[config.mk]
export PLATFORM = sky130hd
export DESIGN_NAME = vga_color_cycler
export DESIGN_NICKNAME = d
export VERILOG_FILES = /design/src/rtl/vga_color_cycler.sv
export SDC_FILE = /design/constraint.sdc
export NUM_CORES = 1
export LEC_CHECK = 0
export BUFFER_PORTS_ARGS = -buffer_cell sky130_fd_sc_hd__buf_2
export CAP_MARGIN = 30
export CORE_ASPECT_RATIO = 1.75
export CORE_MARGIN = 1
export CORE_UTILIZATION = 40
export CTS_BUF_LIST = sky130_fd_sc_hd__clkbuf_8
export DETAILED_ROUTE_END_ITERATION = 8
export PLACE_DENSITY = 0.63
export SYNTH_ARGS = -nofsm -noshare
export SYNTH_HDL_FRONTEND = slang
export SYNTH_SLANG_ARGS = --single-unit
[constraint.sdc]
create_clock -name clk -period 1.95 [get_ports clk]
set_input_delay 0.0975 -clock clk [delete_from_list [all_inputs] [get_ports clk]]
set_output_delay 0.0975 -clock clk [all_outputs]
set_load 0.01 [all_outputs]
[src/rtl/vga_color_cycler.sv]
// Solid-colour source for the VGA path: debounced next/prev buttons and an
// optional auto-step timer select a palette entry, output blanked by video_on.
module vga_color_cycler #(
  parameter int RGB_W           = 3,
  parameter int NUM_COLORS      = 8,
  parameter int DEBOUNCE_CYCLES = 500000,
  parameter int AUTO_DIV        = 50000000
) (
  input  logic             clk,
  input  logic             reset,
  input  logic             nextRgb,
  input  logic             prevRgb,
  input  logic             auto_en,
  input  logic             video_on,
  output logic [RGB_W-1:0] rgb,
  output logic [2:0]       color_idx
);

  localparam int CH_W = RGB_W / 3;
  localparam int DW   = (DEBOUNCE_CYCLES > 1) ? $clog2(DEBOUNCE_CYCLES) : 1;
  localparam int AW   = $clog2(AUTO_DIV);
  localparam logic [DW-1:0] DLAST = DW'(DEBOUNCE_CYCLES - 1);
  localparam logic [AW-1:0] ALAST = AW'(AUTO_DIV - 1);
  localparam logic [2:0]    ILAST = 3'(NUM_COLORS - 1);

  logic [1:0]    raw;
  logic [1:0]    sync_p0;
  logic [1:0]    sync_p1;
  logic [1:0]    lvl_p2;
  logic [1:0]    lvl_q;
  logic [DW-1:0] dcnt [2];
  logic [1:0]    press;
  logic [AW-1:0] acnt;
  logic          tick;
  logic [2:0]    idx;

  function automatic logic [2:0] inc_idx(input logic [2:0] i);
    return (i == ILAST) ? 3'd0 : i + 3'd1;
  endfunction

  function automatic logic [2:0] dec_idx(input logic [2:0] i);
    return (i == 3'd0) ? ILAST : i - 3'd1;
  endfunction

  function automatic logic [RGB_W-1:0] palette(input logic [2:0] i);
    return {{CH_W{i[2]}}, {CH_W{i[1]}}, {CH_W{i[0]}}};
  endfunction

  // bit 0 = next button, bit 1 = prev button
  assign raw   = {prevRgb, nextRgb};
  assign press = lvl_p2 & ~lvl_q;
  assign tick  = auto_en && (acnt == ALAST);

  // p0/p1: synchroniser, p2: debounced accepted level
  always_ff @(posedge clk) begin
    if (reset) begin
      sync_p0 <= '0;
      sync_p1 <= '0;
      lvl_p2  <= '0;
      lvl_q   <= '0;
      for (int b = 0; b < 2; b++) dcnt[b] <= '0;
    end else begin
      sync_p0 <= raw;
      sync_p1 <= sync_p0;
      lvl_q   <= lvl_p2;
      for (int b = 0; b < 2; b++) begin
        if (sync_p1[b] != lvl_p2[b]) begin
          if (dcnt[b] == DLAST) begin
            lvl_p2[b] <= ~lvl_p2[b];
            dcnt[b]   <= '0;
          end else begin
            dcnt[b] <= dcnt[b] + 1'b1;
          end
        end else begin
          dcnt[b] <= '0;
        end
      end
    end
  end

  // index update and registered colour output
  always_ff @(posedge clk) begin
    if (reset) begin
      acnt <= '0;
      idx  <= '0;
      rgb  <= '0;
    end else begin
      if ((|press) || !auto_en || tick) acnt <= '0;
      else                              acnt <= acnt + 1'b1;

      if (press[0] && press[1]) idx <= idx;
      else if (press[0])        idx <= inc_idx(idx);
      else if (press[1])        idx <= dec_idx(idx);
      else if (tick)            idx <= inc_idx(idx);

      rgb <= video_on ? palette(idx) : '0;
    end
  end

  assign color_idx = idx;

endmodule

==> impl_metrics.toml <==
[min_path]
min_to = "acnt[25]$_SDFF_PP0_"
hp-start = "reset"
min_delay_path_depth = 3
hold_class = "in -> reg"

[finish]
multi_input_area_um2 = 2070
antenna_cells = 0
drive_gt1_share_pct = 14.9
final.fill_count = 941
areaGrowthSynthToFinish_pct = 18.9
fin_nets = 484
mostFrequentLayoutCell = "nor2_1"
ff_latch_area_um2 = 1940
mostFrequentLayoutCells = "nor2_1, dfxtp_1, edfxtp_1, conb_1, xor2_1"

[floorplanning]
start_util_pct = 41.5
die_h_um = 133
die_area_um2 = 10300
die_width_um = 77.1
ioPinCount = 12
rows = 47
coreArea_um2 = 9530

[sta]
finalSetupViolations = 0
fmax_mhz = 548
finalHoldViolCount = 0
finalClockSkew_ns = 0.0157
setup_ws_ns = 0.126
post-route-period-util_pct = 93.5
whs_ns = 0.0448
maxSlewViolCount = 0
rsz0062_at_grt = "false"
tns_ns = 0
period_minus_slack_ns = 1.82

[critical_path]
path_buf_inv = 1
path_cells = "or4_4 > nor3_4 > or3_4 > buf_12 > nor2_1"
path_delay_family = "simple AND/OR/NAND/NOR gates"
cp-start-kind = "flip-flop"
crit_fanout = 19
endpoint_kind = "flip-flop"
worstSetupPathDepth = 5
slowest_stage = "or4_4"
slowest_delay_ns = 0.55
r2r_cells = 5
worstPathArrival_ns = 1.94
reg2reg_from = "dcnt[0][11]$_SDFFCE_PP0P_"
r2r_slack_ns = 0.13
rr_endpoint = "dcnt[0][8]$_SDFFCE_PP0P_"
crit_required_ns = 2.07
crit_type = "reg -> reg"

[cts]
cts-root-buf = "clkbuf_8"
cts_tree = "done"
cts_buffers = 9
clock_latency_ns = 0.37
clk_pin_slew_ns = 0.09
htree_levels = 3
cts_sinks = 78
ctsLongestPathBuffers = 2

[yosys]
syn_area_um2 = 3950
yosys_warnings = 0
synth.yosys.seq_area_share_pct = 49.2
synth_fa_ha_area_share_pct = 2.22
synth-simple-area-share_pct = 28.7
synth-edff-count = 38
synthArstFlopShare_pct = 0
synthMuxAreaShare_pct = 1.01
synth-main-ff-cell = "dfxtp_1"
synth-seq-cells = 78
syn_area_per_cell_um2 = 9.83
ys_types = 44
synth-xor-area-share_pct = 12.6
synth_top_family_by_area = "simple AND/OR/NAND/NOR gates"
synth-compound-area-share_pct = 2.88
synth_cells = 402

[grt]
grt_pass1_wl_um = 12300
antenna_found_initial = 0
grt_pass1_vias = 2879
grt_usage_pct = 15.1
gr-total-overflow = 0
grt_max_degree = 24

[placement]
hpwl_um = 5300
gp_congestion = 0.823
numPortBuffers = 11
pre_cts_ws_ns = 0.0255

[power_and_ir_drop]
power_mw = 3.30
ir_worst_vdd_v = 0.000472
power_density_nw_per_um2 = 703
p_leak_nw = 1.70

[detailed_routing]
wl_met2_um = 3940
highest_layer = "met4"
wl_met1_um = 2930
met3_length_um = 126
via_count = 2902
via_per_inst = 4.85
drt_iter0_drc = 94
ant_nets = 0
drt-total-wl_um = 7200
drc = 0
wl_per_cell_um = 12.0
drtPass1Iterations = 4

[job]
max-cap-violations = 0

[status]
status = "finished, final reports clean"
## cell type report
type                            instances  share of cell area [%]
Multi-Input combinational cell        335                    44.0
Timing Repair Buffer                   35                    5.65
Tap cell                              122                    3.25
Inverter                               12                   0.959
Clock inverter                          7                    2.18
Clock buffer                            9                    2.64
Sequential cell                        78                    41.4
## worst max path at each step
stage | from | to
2_1_floorplan | dcnt[0][0]$_SDFFCE_PP0P_ | dcnt[0][17]$_SDFFCE_PP0P_
3_3_place_gp | acnt[0]$_SDFF_PP0_ | color_idx[2]$_SDFFE_PP0P_
3_5_place_dp | acnt[0]$_SDFF_PP0_ | color_idx[2]$_SDFFE_PP0P_
4_1_cts | dcnt[0][1]$_SDFFCE_PP0P_ | dcnt[0][8]$_SDFFCE_PP0P_
5_1_grt | dcnt[0][1]$_SDFFCE_PP0P_ | dcnt[0][16]$_SDFFCE_PP0P_
6_report | dcnt[0][11]$_SDFFCE_PP0P_ | dcnt[0][8]$_SDFFCE_PP0P_
## worst reg2reg max path: cells and delay by family, from the launching register on
| kind | cells | cell delay [ns] |
|---|---|---|
| buf+inv | 1 | 0.14 |
| flops | 1 | 0.43 |
| simple gates | 4 | 1.02 |
## layer usage
metal / vias to the layer above / track usage, %
li1: 1492 / -
met1: 1378 / 16.3
met2: 19 / 27.1
met3: 13 / 2.60
met4: 0 / 8.91
met5: - / 0
## flip-flops by register name, summed over array words and instances, names as in the netlist
register   flops
rgb            3
lvl_p2         2
sync_p1        2
color_idx      3
dcnt          38
acnt          26
sync_p0        2
lvl_q          2
## through the flow
step / utilization (%) / cell area, µm² / cells
2_1_floorplan: - / 4100 / 439
3_3_place_gp: 46.1 / 4390 / 578
3_5_place_dp: 46.1 / 4390 / 578
4_1_cts: 48.7 / 4640 / 596
5_1_grt: 49.3 / 4700 / 598
6_report: 49.3 / 4700 / 598
## synth_stat cells (4+ instances only)
library cell	count	area (µm²)
a21oi_1	4	20.0
and2_1	4	25.0
and3_1	7	43.8
buf_6	4	45.0
clkbuf_1	8	30.0
dfxtp_1	40	801
edfxtp_1	38	1140
ha_1	7	87.6
inv_1	12	45.0
mux2i_1	4	40.0
nand2_1	22	82.6
nand2b_1	4	25.0
nand3_1	27	135
nand4_1	16	100
nor2_1	78	293
nor2b_1	9	56.3
nor3_1	12	60.1
nor4_1	6	37.5
or3_1	4	25.0
xnor2_1	26	228
xor2_1	31	272
## power breakdown
group | switching (mW) | internal (mW)
clock network | 0.653 | 0.741
registers | 0.0363 | 1.75
logic | 0.0640 | 0.0553
total | 0.753 | 2.55
## repair_timing
action	4_1_cts	5_1_grt
resized for setup	0	9
pin swaps	1	3
buffers inserted	0	2
hold endpoints to repair	2	0
hold buffers	2	0
setup endpoints to repair	1	43
cloned	0	0
## cells by family (layout without fill, tap and decap cells)
| logic type | Yosys count | count (layout) |
|---|---|---|
| AO/OA/AOI/OAI | 15 | 15 |
| XOR/XNOR | 57 | 57 |
| adder cells (fa/ha/maj) | 7 | 7 |
| buffers and inverters | 26 | 63 |
| flip-flops | 78 | 78 |
| multiplexers | 4 | 4 |
| other | 1 | 38 |
| AND/OR/NAND/NOR | 214 | 214 |
No activity file was read; power rests on OpenSTA's default activity.
